### src/rtl/multicycle_ctrl_pkg.sv
// Shared definitions for the multicycle MIPS control path: opcode values,
// datapath select encodings and the control FSM state type. Imported by the
// controller, the wait timer, the ALU decoder and the testbench.
package multicycle_ctrl_pkg;

   localparam logic [5:0] OP_RTYPE = 6'b000000;
   localparam logic [5:0] OP_LW    = 6'b100011;
   localparam logic [5:0] OP_SW    = 6'b101011;
   localparam logic [5:0] OP_BEQ   = 6'b000100;
   localparam logic [5:0] OP_ADDI  = 6'b001000;
   localparam logic [5:0] OP_J     = 6'b000010;
   localparam logic [5:0] OP_ANDI  = 6'b001100;
   localparam logic [5:0] OP_ORI   = 6'b001101;
   localparam logic [5:0] OP_BNE   = 6'b000101;

   localparam logic [1:0] ALUOP_ADD   = 2'b00;
   localparam logic [1:0] ALUOP_SUB   = 2'b01;
   localparam logic [1:0] ALUOP_FUNCT = 2'b10;
   localparam logic [1:0] ALUOP_LOGIC = 2'b11;

   localparam logic [1:0] ALUSRCB_B      = 2'b00;
   localparam logic [1:0] ALUSRCB_FOUR   = 2'b01;
   localparam logic [1:0] ALUSRCB_IMM    = 2'b10;
   localparam logic [1:0] ALUSRCB_IMM_SH = 2'b11;

   localparam logic [1:0] PCSRC_ALU    = 2'b00;
   localparam logic [1:0] PCSRC_ALUOUT = 2'b01;
   localparam logic [1:0] PCSRC_JUMP   = 2'b10;

   typedef enum logic [3:0] {
      S_FETCH,
      S_DECODE,
      S_MEMADR,
      S_MEMRD,
      S_MEMWB,
      S_MEMWR,
      S_RTYPEEX,
      S_RTYPEWB,
      S_BEQEX,
      S_ADDIEX,
      S_ADDIWB,
      S_JEX,
      S_ILLEGAL,
      S_IMMEX,
      S_IMMWB,
      S_BNEEX
   } state_e;

endpackage

### src/rtl/mc_wait_timer.sv
// Memory wait timer for the multicycle controller.
// Counts consecutive not-ready cycles while the controller sits in a state
// that waits on memory, and flags the cycle in which the count reaches
// MEM_TIMEOUT with memory still not ready. MEM_TIMEOUT=0 disables the flag.
// Ports:
//   clk, reset  - clock, synchronous active-high reset
//   active      - controller is in FETCH, MEMRD or MEMWR
//   mem_ready   - memory completes the access this cycle
//   timeout     - this cycle is the timeout cycle (combinational)
module mc_wait_timer
   import multicycle_ctrl_pkg::*;
#(
   parameter int MEM_TIMEOUT = 15
) (
   input  logic clk,
   input  logic reset,
   input  logic active,
   input  logic mem_ready,
   output logic timeout
);

   localparam int TW = (MEM_TIMEOUT < 2) ? 1 : $clog2(MEM_TIMEOUT);
   // Count value seen during the MEM_TIMEOUT-th consecutive not-ready cycle.
   localparam logic [TW-1:0] LAST = TW'(MEM_TIMEOUT - 1);

   logic [TW-1:0] cnt_q, cnt_d;

   assign timeout = (MEM_TIMEOUT != 0) && active && !mem_ready && (cnt_q == LAST);

   // Leaving a wait state only happens on mem_ready or timeout, so clearing on
   // those plus !active also covers every state change.
   always_comb begin
      cnt_d = cnt_q + TW'(1);
      if (!active || mem_ready || timeout) begin
         cnt_d = '0;
      end
   end

   always_ff @(posedge clk) begin
      if (reset) begin
         cnt_q <= '0;
      end else begin
         cnt_q <= cnt_d;
      end
   end

endmodule

### src/rtl/multicycle_ctrl.sv
// Moore control FSM for the multicycle MIPS datapath. Sequences each
// instruction over 3-5 states, waits on a memory ready handshake with a
// timeout, traps undefined opcodes and counts retired instructions.
// Optional feature macro: MC_EXT_OPS_EN (adds ANDI, ORI and BNE).
// Ports:
//   clk, reset          - clock, synchronous active-high reset
//   op                  - opcode from IR, stable from DECODE to next FETCH
//   mem_ready           - memory completes the access this cycle
//   pcwrite/branch/bne  - PC write: unconditional / if zero / if not zero
//   irwrite, iord       - IR load, memory address select (0=PC, 1=ALUOut)
//   memwrite, regwrite  - memory write strobe, register file write
//   regdst, memtoreg    - write register select, write data select
//   alusrca, alusrcb    - ALU operand selects
//   pcsrc, aluop        - next-PC select, ALU decoder control
//   illegal, mem_err    - one-cycle pulses: undefined opcode, memory timeout
//   instret             - retired-instruction count
//
// state      | meaning
// FETCH      | read instruction at PC, PC+4; waits for mem_ready
// DECODE     | register read, branch target into ALUOut
// MEMADR     | load/store address computation
// MEMRD      | load data read; waits for mem_ready
// MEMWB      | load data to register file
// MEMWR      | store data write; waits for mem_ready
// RTYPEEX    | R-type ALU operation
// RTYPEWB    | R-type result to rd
// BEQEX      | branch if equal
// ADDIEX     | add immediate
// ADDIWB     | immediate result to rt
// JEX        | jump
// ILLEGAL    | undefined opcode trap
// IMMEX      | ANDI/ORI ALU operation (MC_EXT_OPS_EN)
// IMMWB      | ANDI/ORI result to rt (MC_EXT_OPS_EN)
// BNEEX      | branch if not equal (MC_EXT_OPS_EN)
module multicycle_ctrl
   import multicycle_ctrl_pkg::*;
#(
   parameter int OP_W        = 6,
   parameter int ALUOP_W     = 2,
   parameter int CNT_W       = 32,
   parameter int MEM_TIMEOUT = 15
) (
   input  logic               clk,
   input  logic               reset,
   input  logic [OP_W-1:0]    op,
   input  logic               mem_ready,
   output logic               pcwrite,
   output logic               branch,
   output logic               bne,
   output logic               irwrite,
   output logic               iord,
   output logic               memwrite,
   output logic               regwrite,
   output logic               regdst,
   output logic               memtoreg,
   output logic               alusrca,
   output logic [1:0]         alusrcb,
   output logic [1:0]         pcsrc,
   output logic [ALUOP_W-1:0] aluop,
   output logic               illegal,
   output logic               mem_err,
   output logic [CNT_W-1:0]   instret
);

   localparam logic [OP_W-1:0] C_RTYPE = OP_W'(OP_RTYPE);
   localparam logic [OP_W-1:0] C_LW    = OP_W'(OP_LW);
   localparam logic [OP_W-1:0] C_SW    = OP_W'(OP_SW);
   localparam logic [OP_W-1:0] C_BEQ   = OP_W'(OP_BEQ);
   localparam logic [OP_W-1:0] C_ADDI  = OP_W'(OP_ADDI);
   localparam logic [OP_W-1:0] C_J     = OP_W'(OP_J);
`ifdef MC_EXT_OPS_EN
   localparam logic [OP_W-1:0] C_ANDI  = OP_W'(OP_ANDI);
   localparam logic [OP_W-1:0] C_ORI   = OP_W'(OP_ORI);
   localparam logic [OP_W-1:0] C_BNE   = OP_W'(OP_BNE);
`endif

   state_e           state_q, state_d;
   logic [CNT_W-1:0] instret_q, instret_d;
   logic             wait_active, timeout, retire;

   logic       pcwrite_c, branch_c, bne_c, irwrite_c, iord_c, memwrite_c;
   logic       regwrite_c, regdst_c, memtoreg_c, alusrca_c, illegal_c, mem_err_c;
   logic [1:0] alusrcb_c, pcsrc_c, aluop_c;

   assign wait_active = (state_q == S_FETCH) || (state_q == S_MEMRD) || (state_q == S_MEMWR);

   mc_wait_timer #(
      .MEM_TIMEOUT(MEM_TIMEOUT)
   ) u_wait_timer (
      .clk      (clk),
      .reset    (reset),
      .active   (wait_active),
      .mem_ready(mem_ready),
      .timeout  (timeout)
   );

   always_comb begin
      state_d    = state_q;
      retire     = 1'b0;
      pcwrite_c  = 1'b0;
      branch_c   = 1'b0;
      bne_c      = 1'b0;
      irwrite_c  = 1'b0;
      iord_c     = 1'b0;
      memwrite_c = 1'b0;
      regwrite_c = 1'b0;
      regdst_c   = 1'b0;
      memtoreg_c = 1'b0;
      alusrca_c  = 1'b0;
      illegal_c  = 1'b0;
      mem_err_c  = 1'b0;
      alusrcb_c  = ALUSRCB_B;
      pcsrc_c    = PCSRC_ALU;
      aluop_c    = ALUOP_ADD;
      case (state_q)
         S_FETCH: begin
            alusrcb_c = ALUSRCB_FOUR;
            if (mem_ready) begin
               irwrite_c = 1'b1;
               pcwrite_c = 1'b1;
               state_d   = S_DECODE;
            end
         end
         S_DECODE: begin
            alusrcb_c = ALUSRCB_IMM_SH;
            case (op)
               C_LW, C_SW: state_d = S_MEMADR;
               C_RTYPE:    state_d = S_RTYPEEX;
               C_BEQ:      state_d = S_BEQEX;
               C_ADDI:     state_d = S_ADDIEX;
               C_J:        state_d = S_JEX;
`ifdef MC_EXT_OPS_EN
               C_ANDI, C_ORI: state_d = S_IMMEX;
               C_BNE:         state_d = S_BNEEX;
`endif
               default:    state_d = S_ILLEGAL;
            endcase
         end
         S_MEMADR: begin
            alusrca_c = 1'b1;
            alusrcb_c = ALUSRCB_IMM;
            state_d   = (op == C_LW) ? S_MEMRD : S_MEMWR;
         end
         S_MEMRD: begin
            iord_c = 1'b1;
            if (mem_ready) state_d = S_MEMWB;
         end
         S_MEMWB: begin
            memtoreg_c = 1'b1;
            regwrite_c = 1'b1;
            retire     = 1'b1;
            state_d    = S_FETCH;
         end
         S_MEMWR: begin
            iord_c     = 1'b1;
            memwrite_c = 1'b1;
            if (mem_ready) begin
               retire  = 1'b1;
               state_d = S_FETCH;
            end
         end
         S_RTYPEEX: begin
            alusrca_c = 1'b1;
            aluop_c   = ALUOP_FUNCT;
            state_d   = S_RTYPEWB;
         end
         S_RTYPEWB: begin
            regdst_c   = 1'b1;
            regwrite_c = 1'b1;
            retire     = 1'b1;
            state_d    = S_FETCH;
         end
         S_BEQEX: begin
            alusrca_c = 1'b1;
            aluop_c   = ALUOP_SUB;
            branch_c  = 1'b1;
            pcsrc_c   = PCSRC_ALUOUT;
            retire    = 1'b1;
            state_d   = S_FETCH;
         end
         S_ADDIEX: begin
            alusrca_c = 1'b1;
            alusrcb_c = ALUSRCB_IMM;
            state_d   = S_ADDIWB;
         end
         S_ADDIWB: begin
            regwrite_c = 1'b1;
            retire     = 1'b1;
            state_d    = S_FETCH;
         end
         S_JEX: begin
            pcsrc_c   = PCSRC_JUMP;
            pcwrite_c = 1'b1;
            retire    = 1'b1;
            state_d   = S_FETCH;
         end
         S_ILLEGAL: begin
            illegal_c = 1'b1;
            state_d   = S_FETCH;
         end
`ifdef MC_EXT_OPS_EN
         S_IMMEX: begin
            alusrca_c = 1'b1;
            alusrcb_c = ALUSRCB_IMM;
            aluop_c   = ALUOP_LOGIC;
            state_d   = S_IMMWB;
         end
         S_IMMWB: begin
            regwrite_c = 1'b1;
            retire     = 1'b1;
            state_d    = S_FETCH;
         end
         S_BNEEX: begin
            alusrca_c = 1'b1;
            aluop_c   = ALUOP_SUB;
            bne_c     = 1'b1;
            pcsrc_c   = PCSRC_ALUOUT;
            retire    = 1'b1;
            state_d   = S_FETCH;
         end
`endif
         default: state_d = S_FETCH;
      endcase

      // Aborted access: keep the selects, drop every write enable, restart.
      if (timeout) begin
         pcwrite_c  = 1'b0;
         irwrite_c  = 1'b0;
         memwrite_c = 1'b0;
         regwrite_c = 1'b0;
         branch_c   = 1'b0;
         bne_c      = 1'b0;
         mem_err_c  = 1'b1;
         retire     = 1'b0;
         state_d    = S_FETCH;
      end
   end

   assign instret_d = retire ? instret_q + CNT_W'(1) : instret_q;

   always_ff @(posedge clk) begin
      if (reset) begin
         state_q   <= S_FETCH;
         instret_q <= '0;
      end else begin
         state_q   <= state_d;
         instret_q <= instret_d;
      end
   end

   // Reset is synchronous but the outputs must already read zero while it is
   // held, so they are masked combinationally.
   assign pcwrite  = pcwrite_c  & ~reset;
   assign branch   = branch_c   & ~reset;
   assign bne      = bne_c      & ~reset;
   assign irwrite  = irwrite_c  & ~reset;
   assign iord     = iord_c     & ~reset;
   assign memwrite = memwrite_c & ~reset;
   assign regwrite = regwrite_c & ~reset;
   assign regdst   = regdst_c   & ~reset;
   assign memtoreg = memtoreg_c & ~reset;
   assign alusrca  = alusrca_c  & ~reset;
   assign illegal  = illegal_c  & ~reset;
   assign mem_err  = mem_err_c  & ~reset;
   assign alusrcb  = reset ? 2'b00 : alusrcb_c;
   assign pcsrc    = reset ? 2'b00 : pcsrc_c;
   assign aluop    = reset ? '0 : ALUOP_W'(aluop_c);
   assign instret  = reset ? '0 : instret_q;

endmodule

### config.mk
export PLATFORM = sky130hd
export DESIGN_NAME = multicycle_ctrl
export DESIGN_NICKNAME = d
export VERILOG_FILES = /design/src/rtl/multicycle_ctrl_pkg.sv /design/src/rtl/mc_wait_timer.sv /design/src/rtl/multicycle_ctrl.sv
export SDC_FILE = /design/constraint.sdc
export NUM_CORES = 1
export LEC_CHECK = 0
export ABC_AREA = 1
export CORE_ASPECT_RATIO = 1.75
export CORE_MARGIN = 2
export CORE_UTILIZATION = 36
export CTS_BUF_LIST = sky130_fd_sc_hd__clkbuf_16
export DETAILED_ROUTE_END_ITERATION = 6
export PLACE_DENSITY = 0.72
export SKIP_CTS_REPAIR_TIMING = 1
export SLEW_MARGIN = 30
export SYNTH_ARGS = -nofsm -noshare
export SYNTH_HDL_FRONTEND = slang
export SYNTH_SLANG_ARGS = --single-unit
### constraint.sdc
create_clock -name clk -period 2.9 [get_ports clk]
set_input_delay 0.58 -clock clk [delete_from_list [all_inputs] [get_ports clk]]
set_output_delay 0.58 -clock clk [all_outputs]
set_load 0.01 [all_outputs]
# Word level (Yosys, flattened, before mapping)
# Index checks and enable logic that the tools add are counted.
[word_totals] regBits=40 elab_cells=89
[classes] add_sub_neg=2 n_eq_ne=21 mux=32 bitwise=12 reduce_logical=19
[ops] operator="32-bit by 1-bit adder with 32-bit output, second input constant" count=1
[ops] operator="32-bit two-way mux" count=1
[ops] operator="4-bit case mux with 7 select lines" count=1
[ops] operator="4-bit equality test, second input constant" count=6
[ops] operator="4-bit case mux with 5 select lines" count=1
[ops] operator="1-bit two-way mux" count=17
[ops] operator="4-bit by 3-bit equality test with 1-bit output, second input constant" count=4
[ops] operator="6-bit equality test, second input constant" count=2
[ops] operator="4-bit two-way mux" count=3
[ops] operator="1-bit bitwise AND" count=11
[ops] operator="2-bit OR reduction" count=5
[ops] operator="4-bit by 2-bit equality test with 1-bit output, second input constant" count=2
[ops] operator="2-bit case mux with 2 select lines" count=2
[ops] operator="6-bit by 2-bit equality test with 1-bit output, second input constant" count=1
[ops] operator="6-bit by 3-bit equality test with 1-bit output, second input constant" count=1
[ops] operator="6-bit by 4-bit equality test with 1-bit output, second input constant" count=1
[ops] operator="6-bit zero test" count=1
[ops] operator="2-bit two-way mux" count=3
[ops] operator="2-bit != test, second input constant" count=3
[ops] operator="2-bit case mux with 3 select lines" count=1
[ops] operator="5-bit OR reduction" count=1
[ops] operator="4-bit by 1-bit adder with 4-bit output, second input constant" count=1
[ops] operator="4-bit by 1-bit equality test with 1-bit output, second input constant" count=1
[ops] operator="4-bit zero test" count=1
[ops] operator="9 further kinds" count=15

# Depth between registers and ports, before layout
[depth] ltp_word=7 depth_mapped=10

# By module
# From an unflattened synthesis, not the netlist that was laid out.
[hier_totals] cells_unflattened=539 area_unflattened_um2=3030.4
[by_module_without_submodules] mod="multicycle_ctrl" instances=1 cells_each=510 area_per_inst_um2=2812.7
[by_module_without_submodules] mod="mc_wait_timer" instances=1 cells_each=29 area_per_inst_um2=217.7

# Least setup slack after synthesis
# Ideal clock, no wire load.
[synth_timing] path_kind="input to output" from="input reset" to="output regwrite" t_arrival_ps=1279 required_time_ps=2320 path_slack_ps=1041 cell_stages=5 cell_sequence="buf_2 > clkinv_1 > clkbuf_1 > nand2_1 > inv_1"
[synth_via] elab_chain_len=2
[synth_rtl] element="start, declared" line_no="multicycle_ctrl.sv:44" rtl="input logic reset,"
[synth_rtl] element="1-bit NOT" line_no="multicycle_ctrl.sv:259" rtl="assign regwrite = regwrite_c & ~reset;"
[synth_rtl] element="1-bit bitwise AND" line_no="multicycle_ctrl.sv:259"
[synth_rtl] element="end, declared" line_no="multicycle_ctrl.sv:53" rtl="output logic regwrite,"
# Every way passes these cells.

# Worst setup path in the final report
[layout_timing] from="register state_q[3]" to="output alusrca"
[layout_via] elab_chain_len=4 word_cells_on_any_way=7 cone_classes="eq/ne: 4; mux: 1; bitwise: 1; reduce/logical: 1"
[layout_rtl] element="start, declared" line_no="multicycle_ctrl.sv:77" rtl="state_e state_q, state_d;"
[layout_rtl] element="start signal, assigned" line_no="multicycle_ctrl.sv:246" rtl="state_q <= state_d;"
[layout_rtl] element="4-bit equality test (tied with other cells)" line_no="multicycle_ctrl.sv:115" rtl="case (state_q)"
[layout_rtl] element="4-bit OR reduction (no line) *"
[layout_rtl] element="1-bit two-way mux *" line_no="multicycle_ctrl.sv:115"
[layout_rtl] element="1-bit bitwise AND *" line_no="multicycle_ctrl.sv:262" rtl="assign alusrca = alusrca_c & ~reset;"
[layout_rtl] element="end, declared" line_no="multicycle_ctrl.sv:56" rtl="output logic alusrca,"
# Every way passes the cells marked *; elsewhere a longest branch is shown, timed or not.

==> flow_summary.ini <==
[status]
status = complete, no violations

[cts]
cts.sinks = 40
cts_buffer_depth = 2
cts_buffers = 5
clkTransAtPathRegs_ns = 0.05
clk_latency_ns = 0.29
cts_tree = yes
htree_num_levels = 2
cts-root-buf = clkbuf_16

[synthesis]
synth_compound_area_share_pct = 8.32
yosys_warnings = 0
ys_seq_area_share_pct = 28.5
syn_area_per_cell_um2 = 5.86
synth-xor-area-share_pct = 2.49
synth_seq_cells = 40
synth_fa_ha_area_share_pct = 1.34
yosysMostFrequentCell = nand2_1
synth.distinct_cells = 34
synth_top_family_by_area = simple AND/OR/NAND/NOR gates
synth_top_area_share_pct = 28.5
synth_mux_area_share_pct = 0
yosys-top-cells-count = nand2_1 (125), nor2_1 (101), inv_1 (61), dfxtp_1 (40)
yosysTopAreaCell = dfxtp_1
async_flop_share_pct = 0
synth-main-ff-cell = dfxtp_1
syn_area_um2 = 2810
synth_edf_count = 0
syn_inst = 480
yosys.area_share.simple_pct = 47.5
syn-num-nets = 492
synth.area.top_cells = dfxtp_1 (28%), nand2_1 (17%), nor2_1 (13%)

[final_layout]
final_area_um2 = 3600
syn2layout_area_growth_pct = 28.0
drive_above_1_share_pct = 7.43
finalNetCount = 549
fillers = 823
final_util_pct = 47.6
final_cells = 626
antenna_cells = 0

[setup_path]
critPathCapture = alusrca
r2r_end = instret_q[22]
r2r_cells = 8
startpoint_type = register
worst_ep_required_time_ns = 2.32
worst_r2r_startpoint = instret_q[0]
crit_slowest_cell = clkdlybuf4s50_1
cp-end-kind = primary output
critPathMaxFanout = 5
crit_path_start = state_q[3]
crit_type = reg2out
arrival_ns = 2.01
worst_path_largest_cell_delay_ns = 0.60
r2r_slack_ns = 1.14
crit_chain = inv_2 -> nor2_1 -> inv_1 -> a221oi_1 -> clkdlybuf4s50_1

[power]
total_power_mw = 1.73
powerDensity_nw_per_um2 = 482
p_leak_nw = 1.38
peakVddDrop_mv = 0.448

[sta]
min_period_ns = 2.59
final.setup.tns_ns = 0
finalCritPeriodShare_pct = 89.4
rsz0062_at_grt = no
hold_violations = 0
maxSlewViolCount = 0
fin_skew_ns = 0.00502
setup_violations = 0
maxClockFrequency_ghz = 0.386

[drt]
vias = 3146
wl_mm = 7.62
drc = 0
drt_iter0_drc = 115
antenna_left = 0
wire_per_inst_um = 12.2
viasPerCell = 5.03
first_pass_iters = 4

[global_routing]
antenna_found_initial = 0
grt_pass1_wl_mm = 13.2
track_usage_pct = 18.8
grt_pass1_vias = 3041
grt_overflow_total = 0
grt_max_degree = 40

[die]
die-area_um2 = 8560
die_h_um = 121
coreArea_um2 = 7570
die_w_um = 70.8
rows = 42
start_util_pct = 37.2
io-pin-count = 59

[place]
post_dp_cell_area_um2 = 3460
hpwl_mm = 5.89
place_inst = 618
portBuffers = 57
gp_congestion = 0.881

[min_path]
hold_class = reg2reg
hp-start = u_wait_timer.cnt_q[0]
holdPathStages = 1

[job]
drv_cap = 0
routing by layer:
metal  vias up  part of all wire, %  global-route usage [%]
li1       1612                    -                       -
met1      1441                   39                    19.9
met2        71                   54                    35.0
met3        22                  3.3                    2.49
met4         0                  4.2                    10.3
met5         -                    0                       0
layout by cell type (no fill, tap or decap), types with 2 or more instances in the layout:
cell type / synthesis / final
ha_1: 3 / 3
a31oi_1: 2 / 2
o21ai_2: 2 / 2
nand4_1: 8 / 8
clkinv_1: 1 / 2
clkbuf_16: 0 / 5
inv_1: 61 / 63
o21ai_0: 7 / 7
dlymetal6s2s_1: 0 / 2
nand2_2: 6 / 6
buf_4: 3 / 7
nor2_2: 5 / 5
nand2_1: 125 / 125
clkdlybuf4s50_1: 0 / 54
dfxtp_1: 40 / 40
xor2_1: 7 / 7
nand3_1: 31 / 31
nor2_4: 4 / 4
a21oi_1: 31 / 31
nand3_2: 2 / 2
nor2_1: 101 / 101
nor3_1: 17 / 17
inv_2: 3 / 3
state kept, by name, indices dropped and copies added (netlist names):
name / count
u_wait_timer.cnt_q: 4
state_q: 4
instret_q: 32
per-stage QoR:
stage,hold WS [ns],setup WS [ns]
after global placement,0.445,0.0914
after floorplan,0.430,1.04
after global routing,0.511,0.198
after CTS,0.469,0.0410
after detailed placement,0.455,0.0456
final,0.469,0.306
worst min path at each step:
stage                                  to  slack, ns
floorplan           u_wait_timer.cnt_q[0]       0.43
global placement    u_wait_timer.cnt_q[0]       0.45
detailed placement  u_wait_timer.cnt_q[0]       0.45
CTS                 u_wait_timer.cnt_q[0]       0.47
global route        u_wait_timer.cnt_q[0]       0.51
finish              u_wait_timer.cnt_q[0]       0.47
cells by family after synthesis:
logic type | Yosys count
compound gates | 44
xor+xnor | 8
fa+ha+maj | 3
buf+inv | 80
flops | 40
other cells | 1
simple gates | 304
worst max-delay path, delay by kind of cell, from the launching register on:
kind / cells / cell delay (ns)
flip-flops: 1 / 0.37
buffers and inverters: 3 / 0.81
AND/OR/NAND/NOR: 1 / 0.22
AO/OA/AOI/OAI: 1 / 0.33
layout make-up:
cell class,instances,area (um^2),area share [%]
clock buffers,5,125,3.48
clock inverters,3,11.3,0.313
repair buffers,64,623,17.3
flip-flops and latches,40,801,22.2
multi-input cells,360,1680,46.7
inverters,66,249,6.92
well taps,88,110,3.06
where the power goes:
group / switching (mW) / internal (mW)
clock network: 0.219 / 0.310
registers: 0.0441 / 0.586
logic: 0.389 / 0.188
Power figures use the tool's default switching activity.
